$ cat src/rtl/control_sequencer.sv
// Registered instruction decoder: combinational ID-stage branch/hazard controls,
// an ID/EX control register with bubble insertion, and an FSM that stretches mul.
module control_sequencer #(
  parameter int MUL_CYCLES   = 3,
  parameter bit ENABLE_SHIFT = 1'b1
) (
  input  logic       clk_i,
  input  logic       rst_i,
  input  logic       valid_i,
  input  logic [5:0] opcode_i,
  input  logic [5:0] funct_i,
  input  logic       stall_i,
  input  logic       flush_i,
  output logic       use_reg1_ctrl_o,
  output logic       use_reg2_ctrl_o,
  output logic       immed_ctrl_o,
  output logic [1:0] pc_mux_ctrl_o,
  output logic       flush_ctrl_o,
  output logic       reg_write_ctrl_o,
  output logic       mem_read_ctrl_o,
  output logic       mem_write_ctrl_o,
  output logic [2:0] alu_ctrl_o,
  output logic       use_shift_ctrl_o,
  output logic       use_sign_extend_ctrl_o,
  output logic       reg_write_addr2_ctrl_o,
  output logic       stall_o,
  output logic       illegal_o
);

  localparam logic [5:0] OP_RTYPE = 6'b000000;
  localparam logic [5:0] OP_LW    = 6'b100011;
  localparam logic [5:0] OP_SW    = 6'b101011;
  localparam logic [5:0] OP_ADDI  = 6'b001000;
  localparam logic [5:0] OP_BEQ   = 6'b000100;
  localparam logic [5:0] OP_J     = 6'b000010;

  localparam logic [5:0] F_ADD = 6'b100000;
  localparam logic [5:0] F_SUB = 6'b100010;
  localparam logic [5:0] F_AND = 6'b100100;
  localparam logic [5:0] F_OR  = 6'b100101;
  localparam logic [5:0] F_MUL = 6'b011000;
  localparam logic [5:0] F_SLL = 6'b000000;
  localparam logic [5:0] F_SRL = 6'b000010;

  localparam int CW = (MUL_CYCLES > 2) ? $clog2(MUL_CYCLES) : 1;
  localparam logic [CW-1:0] CNT_INIT = CW'((MUL_CYCLES > 1) ? MUL_CYCLES - 2 : 0);
  localparam bit MULTI_CYCLE = (MUL_CYCLES > 1);

  typedef enum logic {IDLE, MUL_BUSY} state_t;

  state_t        r_state, w_nextState;
  logic [CW-1:0] r_cnt, w_nextCnt;
  logic [8:0]    r_bundle;
  logic          r_illegal;

  logic       w_legal, w_regWrite, w_memRead, w_memWrite;
  logic [2:0] w_alu;
  logic       w_useShift, w_signExt, w_addr2, w_reg1, w_reg2;
  logic       w_isBeq, w_isJ, w_isMul;
  logic       w_busy, w_idGo, w_loadEn;
  logic [8:0] w_bundle;

  // Instruction decode; anything not matched leaves every field at 0.
  always_comb begin
    w_legal    = 1'b0;
    w_regWrite = 1'b0;
    w_memRead  = 1'b0;
    w_memWrite = 1'b0;
    w_alu      = 3'b000;
    w_useShift = 1'b0;
    w_signExt  = 1'b0;
    w_addr2    = 1'b0;
    w_reg1     = 1'b0;
    w_reg2     = 1'b0;
    w_isBeq    = 1'b0;
    w_isJ      = 1'b0;
    w_isMul    = 1'b0;
    if (opcode_i == OP_RTYPE) begin
      case (funct_i)
        F_ADD: begin w_legal = 1'b1; w_alu = 3'b000; end
        F_SUB: begin w_legal = 1'b1; w_alu = 3'b001; end
        F_AND: begin w_legal = 1'b1; w_alu = 3'b010; end
        F_OR:  begin w_legal = 1'b1; w_alu = 3'b011; end
        F_MUL: begin w_legal = 1'b1; w_alu = 3'b100; w_isMul = 1'b1; end
        F_SLL: if (ENABLE_SHIFT) begin w_legal = 1'b1; w_alu = 3'b101; w_useShift = 1'b1; end
        F_SRL: if (ENABLE_SHIFT) begin w_legal = 1'b1; w_alu = 3'b110; w_useShift = 1'b1; end
        default: ;
      endcase
      w_regWrite = w_legal;
      w_reg2     = w_legal;
      w_reg1     = w_legal & ~w_useShift;
    end else begin
      case (opcode_i)
        OP_LW:   begin w_legal = 1'b1; w_regWrite = 1'b1; w_memRead = 1'b1;
                       w_signExt = 1'b1; w_addr2 = 1'b1; w_reg1 = 1'b1; end
        OP_SW:   begin w_legal = 1'b1; w_memWrite = 1'b1; w_signExt = 1'b1;
                       w_reg1 = 1'b1; w_reg2 = 1'b1; end
        OP_ADDI: begin w_legal = 1'b1; w_regWrite = 1'b1; w_signExt = 1'b1;
                       w_addr2 = 1'b1; w_reg1 = 1'b1; end
        OP_BEQ:  begin w_legal = 1'b1; w_reg1 = 1'b1; w_reg2 = 1'b1; w_isBeq = 1'b1; end
        OP_J:    begin w_legal = 1'b1; w_isJ = 1'b1; end
        default: ;
      endcase
    end
  end

  assign w_busy   = (r_state == MUL_BUSY);
  assign w_idGo   = valid_i & ~stall_i & ~w_busy;
  assign w_loadEn = ~w_busy & valid_i & ~stall_i & ~flush_i & w_legal;
  assign w_bundle = {w_regWrite, w_memRead, w_memWrite, w_alu, w_useShift, w_signExt, w_addr2};

  assign use_reg1_ctrl_o = valid_i & w_reg1;
  assign use_reg2_ctrl_o = valid_i & w_reg2;
  assign immed_ctrl_o    = valid_i & w_isBeq;
  assign pc_mux_ctrl_o   = (w_idGo & w_isBeq) ? 2'b01 : ((w_idGo & w_isJ) ? 2'b10 : 2'b00);
  assign flush_ctrl_o    = w_idGo & (w_isBeq | w_isJ);

  always_comb begin
    w_nextState = r_state;
    w_nextCnt   = r_cnt;
    case (r_state)
      IDLE:
        if (MULTI_CYCLE && w_loadEn && w_isMul) begin
          w_nextState = MUL_BUSY;
          w_nextCnt   = CNT_INIT;
        end
      MUL_BUSY:
        if (r_cnt == '0) w_nextState = IDLE;
        else             w_nextCnt   = r_cnt - 1'b1;
      default: w_nextState = IDLE;
    endcase
  end

  always_ff @(posedge clk_i or posedge rst_i) begin
    if (rst_i) begin
      r_state <= IDLE;
      r_cnt   <= '0;
    end else begin
      r_state <= w_nextState;
      r_cnt   <= w_nextCnt;
    end
  end

  // Busy holds the mul bundle so the external stall/flush cannot disturb it.
  always_ff @(posedge clk_i or posedge rst_i) begin
    if (rst_i) begin
      r_bundle  <= '0;
      r_illegal <= 1'b0;
    end else if (w_busy) begin
      r_illegal <= 1'b0;
    end else if (flush_i || stall_i || !valid_i) begin
      r_bundle  <= '0;
      r_illegal <= 1'b0;
    end else if (!w_legal) begin
      r_bundle  <= '0;
      r_illegal <= 1'b1;
    end else begin
      r_bundle  <= w_bundle;
      r_illegal <= 1'b0;
    end
  end

  // Write-back only fires in the last mul cycle, once busy has dropped.
  assign reg_write_ctrl_o       = r_bundle[8] & ~w_busy;
  assign mem_read_ctrl_o        = r_bundle[7];
  assign mem_write_ctrl_o       = r_bundle[6];
  assign alu_ctrl_o             = r_bundle[5:3];
  assign use_shift_ctrl_o       = r_bundle[2];
  assign use_sign_extend_ctrl_o = r_bundle[1];
  assign reg_write_addr2_ctrl_o = r_bundle[0];
  assign stall_o                = w_busy;
  assign illegal_o              = r_illegal;

endmodule
$ cat config.mk
export PLATFORM = sky130hd
export DESIGN_NAME = control_sequencer
export DESIGN_NICKNAME = d
export VERILOG_FILES = /design/src/rtl/control_sequencer.sv
export SDC_FILE = /design/constraint.sdc
export NUM_CORES = 1
export LEC_CHECK = 0
export CORE_ASPECT_RATIO = 1.4
export CORE_UTILIZATION = 42
export CTS_CLUSTER_DIAMETER = 50
export DETAILED_ROUTE_END_ITERATION = 8
export PLACE_DENSITY = 0.79
export SYNTH_ARGS = -nofsm -noshare
export SYNTH_HDL_FRONTEND = slang
export SYNTH_SLANG_ARGS = --single-unit
$ cat constraint.sdc
create_clock -name clk_i -period 2.47 [get_ports clk_i]
set_input_delay 0.494 -clock clk_i [delete_from_list [all_inputs] [get_ports clk_i]]
set_output_delay 0.494 -clock clk_i [all_outputs]
set_load 0.03 [all_outputs]
Word-level counts from Yosys, hierarchy flattened
Index checks and enable logic that the tools add are counted.

Input port bits: 17. Flip-flop bits (word level): 13. Output and inout bits: 17. Logic and storage cells: 93.

Equal/unequal tests: 13. Muxes and demuxes: 41. Bitwise operators: 19. Add/sub/neg operators: 1. Reduce and logical (&&, ||, !) cells: 15.

Operator list (number): $eq 6x6->1 const B (6); $mux 1 (31); $mux 9 (2); $pmux 3 s6 (1); $and 1x1->1 (14); $eq 6x2->1 const B (2); $logic_not 6->1 (2); $mux 2 (4); $reduce_or 7->1 (1); $eq 6x3->1 const B (1); $eq 6x4->1 const B (1); $eq 6x5->1 const B (1); $reduce_or 2->1 (3); $reduce_or 5->1 (1); $not 1->1 (4); $pmux 2 s2 (1); $reduce_or 4->1 (1); $mux 3 (1); $reduce_or 3->1 (1); $logic_not 2->1 (1); $logic_or 1x1->1 (2); $ne 2x1->1 const B (1); $ne 2x2->1 const B (1); $pmux 1 s2 (1); other kinds (5) (5).

Logic depth before layout (Yosys ltp)
Word-level depth: 9. Mapped depth: 6. Gate-level depth less buffers: 6.

Worst setup path after synthesis
OpenSTA, ideal clock, no wires.

Path kind: register to output. Start: register r_state (netlist: stall_o). End: output port pc_mux_ctrl_o[1]. Path buffers: 0. Required time: 1976 ps. Slack: -14 ps. Cell stages (with the launch flop): 5. Data arrival time: 1990 ps. Cells stage by stage: dfrtp_1 > or3_1 > nor3b_1 > nand2_1 > nor3b_1.

Cells in the longest elaborated chain, start to end: 5. Elaborated cells on any way between the ends: 6. Classes of those cells: 2 x mux; 4 x bitwise.

Ends and longest elaborated chain: start: declaration (RTL line 51) `state_t r_state, w_nextState;`; start signal: assignment (RTL line 139) `r_state <= w_nextState;`; $not 1->1 *; $and 1x1->1 * (RTL line 108) `assign w_idGo = valid_i & ~stall_i & ~w_busy;`; $and 1x1->1 (RTL line 115) `assign pc_mux_ctrl_o = (w_idGo & w_isBeq) ? 2'b01 : ((w_idGo & w_isJ) ? 2'b10 : 2'b00);`; $mux 2 (RTL line 115); $mux 2 * (RTL line 115); end: declaration (RTL line 17) `output logic [1:0] pc_mux_ctrl_o,`.

Every way passes the cells marked *; elsewhere a longest branch is shown, timed or not.

Worst setup path in the final report
Start: input port funct_i[0]. End: output port use_reg1_ctrl_o.

Cells in the longest elaborated chain, start to end: 8. Elaborated cells on any way between the ends: 17. Classes of those cells: 6 x eq/ne; 5 x mux; 3 x bitwise; 3 x reduce/logical.

Ends and longest elaborated chain: start: declaration (RTL line 11) `input logic [5:0] funct_i,`; parallel branches: the longest is 5 deep, another holds $reduce_or 7->1; $and 1x1->1 * (RTL line 91) `w_reg1 = w_legal & ~w_useShift;`; $mux 1 * (RTL line 78) `if (opcode_i == OP_RTYPE) begin`; $and 1x1->1 * (RTL line 112) `assign use_reg1_ctrl_o = valid_i & w_reg1;`; end: declaration (RTL line 14) `output logic use_reg1_ctrl_o,`.

Every way passes the cells marked *. The select of a mux whose other input is x is not followed.

==> metrics.md <==
| Metric | Value |
|---|---|
| DRC errors left | `0` |
| Crit path time final | `2.44 ns` |
| Die H | `55.3 µm` |
| Total power | `0.000461 W` |
| Critical path endpoint category | `primary output` |
| Synth Area in Compound Gates | `0.154` |
| Die width | `40.0 µm` |
| Clk buf depth | `2` |
| Post-synth EDFFs | `0` |
| First-pass GRT wire length | `4270 µm` |
| Top FF cell, synth | `dfrtp_1` |
| Sequential Area | `325 µm²` |
| Mean area per synthesized cell | `8.51 µm²` |
| Multiplexer area fraction after synthesis | `0.0132` |
| Netlist Area Pre-Place | `851 µm²` |
| Starting Density | `0.466` |
| Rel. slew slack | `0.613` |
| Die area | `2210 µm²` |
| Post-placement cell count | `171` |
| Synth Area in Adders | `0.0147` |
| Post-route cell area | `1490 µm²` |
| H-tree levels | `1` |
| Post-DRT Antenna Nets | `0` |
| Area Growth Syn to Fin | `74.9%` |
| Global-route usage over all layers | `0.275` |
| Layout cells sized above 1 | `0.350` |
| Root Buffer Master | `clkbuf_4` |
| CP Launch Type | `input pin` |
| Critical Path Fanout Max | `3` |
| Yosys cell types | `34` |
| Finished Layout Cells | `177` |
| Fin crit share | `0.989` |
| Core ar. | `1820 µm²` |
| Placed inst area | `1350 µm²` |
| Mapped Cells | `100` |
| Post-synth top area share | `0.382` |
| Post-synth top cells | `15 x nand2_1, 13 x dfrtp_1, 7 x nor2_1, 7 x nor3_1, 7 x o21ai_0` |
| Initial antenna violation count | `0` |
| Crit. Startpoint | `funct_i[0]` |
| DP HPWL | `1950 µm` |
| I/O Pins | `34` |
| LEAKAGE | `0.699 nW` |
| Diodes inserted | `0` |
| Clock sink total | `13` |
| CP required | `1.98 ns` |
| Hold_buf cts | `0` |
| TritonCTS Buffers | `3` |
| DR iter-0 viols | `33` |
| NumNets Final | `176` |
| GP Congestion | `0.794` |
| Via count | `1009` |
| Synth Net Count | `118` |
| Fill cells | `118` |
| RSZ-0062 raised after global routing | `yes` |
| Gr ovfl total | `0` |
| Routed WL per cell | `16.4 µm` |
| DR pass1 iterations | `4` |
| Hold path startpoint | `r_bundle[5]` |
| Slew Viols, Final | `0` |
| Synthesized flop and latch total | `13` |
| Vias in the first global route | `1017` |
| Slew @ Worst Pin | `0.573 ns` |
| Crit path DAT | `1.95 ns` |
| Worst-Skew Late Latency | `0.27 ns` |
| # setup viols final | `0` |
| Routed wire length | `2900 µm` |
| Critical path class | `input pin to primary output` |
| Final Skew | `0.000654 ns` |
| Top-count cell post-synth | `nand2_1` |
| Ys async rst share | `1.00` |
| Outcome | `complete, no violations` |
| Max Fclk | `0.410 GHz` |
| Hold Path Class | `register to register` |
| Final Hold Viols | `0` |
| Ys Warns | `0` |
| Multi-input gate area | `583 µm²` |
| XOR/XNOR Fraction of Synth Area | `0.0206` |
| Post-synthesis sequential area ratio | `0.382` |
| Largest net degree at the start of global routing | `14` |
| Port buffer count | `33` |
| VDD IR max | `0.210 mV` |
| MaxCap Viol Count | `0` |
| Largest cells by area after synthesis | `dfrtp_1 38%, nand2_1 6.6%, nor3_1 4.1%, o21ai_0 4.1%, nor2_1 3.1%` |
| R2R Path Start | `stall_o` |
| Via density | `5.70` |
| Hold WS | `0.480 ns` |
| Pwr Density | `310 nW/µm²` |
| Simple-Gate Fraction of Synth Area | `0.357` |
| Clock-pin slew on the worst setup and hold paths | `0.07 ns` |
| Main combinational cell family by area after synthesis | `simple AND/OR/NAND/NOR gates` |
| Area leader, netlist | `dfrtp_1` |
| CTS tree | `built` |
| Placement Rows | `18` |
==> layout by cell type, fill, tap and decap left out, types with 2 or more instances in the layout <==
cell type	netlist	routed
a22o_1	2	2
dlymetal6s2s_1	0	4
or3_4	0	4
nor4_4	1	2
a32o_1	2	2
clkdlybuf4s50_1	0	17
nand2_1	15	14
xnor2_1	2	2
clkbuf_4	0	3
nor2_1	7	6
nand3_1	3	3
nor4b_1	2	2
dlygate4sd2_1	0	5
inv_1	4	4
a21oi_1	3	2
o21ai_0	7	7
buf_4	3	31
nand2b_1	3	2
nor3_1	7	5
dfrtp_1	13	13
==> what timing repair did <==
item                                    4_1_cts  5_1_grt
pin swaps                                     8        5
gates resized for setup                      16       15
setup buffers                                 1        1
endpoints found under the setup margin        5        3
==> through the flow <==
stage | setup WS, ns | util | TNS, ns
floorplan | 0.0120 | - | 0
global placement | -0.198 | 0.739 | -0.755
detailed placement | -0.329 | 0.739 | -1.20
CTS | 0.0109 | 0.783 | 0
global route | -0.0176 | 0.816 | -0.0176
finish | 0.0280 | 0.816 | 0
==> power by group <==
group | internal, W | switching, W | total [W]
Sequential | 0.000214 | 0.000000319 | 0.000214
Clock | 0.0000626 | 0.0000662 | 0.000129
Combinational | 0.0000603 | 0.0000577 | 0.000118
Total | 0.000336 | 0.000124 | 0.000461
==> registers in the layout, summed over array words and instances (netlist names) <==
register,count
r_cnt,2
stall_o,1
illegal_o,1
r_bundle,9
==> routing by layer <==
layer | vias to the layer above | global-route usage | wire length, µm
li1 | 475 | - | -
met5 | - | 0 | 0
met4 | 0 | 0.167 | 152
met3 | 19 | 0.0321 | 138
met2 | 50 | 0.447 | 1490
met1 | 465 | 0.319 | 1120
==> layout make-up <==
class / count / share of cell area
clock buffers: 4 / 0.0177
inverters: 4 / 0.0101
multi-input cells: 77 / 0.392
flip-flops and latches: 13 / 0.219
well taps: 20 / 0.0168
repair buffers: 59 / 0.345
==> critical path, stage by stage <==
cell and delay, ns:
clkdlybuf4s50_1 0.42, or3_4 0.35, o22ai_4 0.22, nor3_4 0.07
a211oi_2 0.20, buf_4 0.19
==> kinds of logic after synthesis <==
family          after synthesis
simple gates                 53
compound gates               20
flops                        13
buf+inv                      10
xor+xnor                      2
mux                           1
fa+ha+maj                     1
==> path summary, 6_finish.rpt <==
path                       slack [ns]  cells past startpoint              end
min reg2reg                      0.48                      2      r_bundle[5]
min in group asynchronous        0.53                      2      r_bundle[6]
max                              0.03                      6  use_reg1_ctrl_o
min                              0.48                      2      r_bundle[5]
max in group asynchronous        1.62                      2      r_bundle[5]
max reg2reg                      0.42                      4         r_cnt[1]
Note: power is estimated with default switching activity, not from simulation.
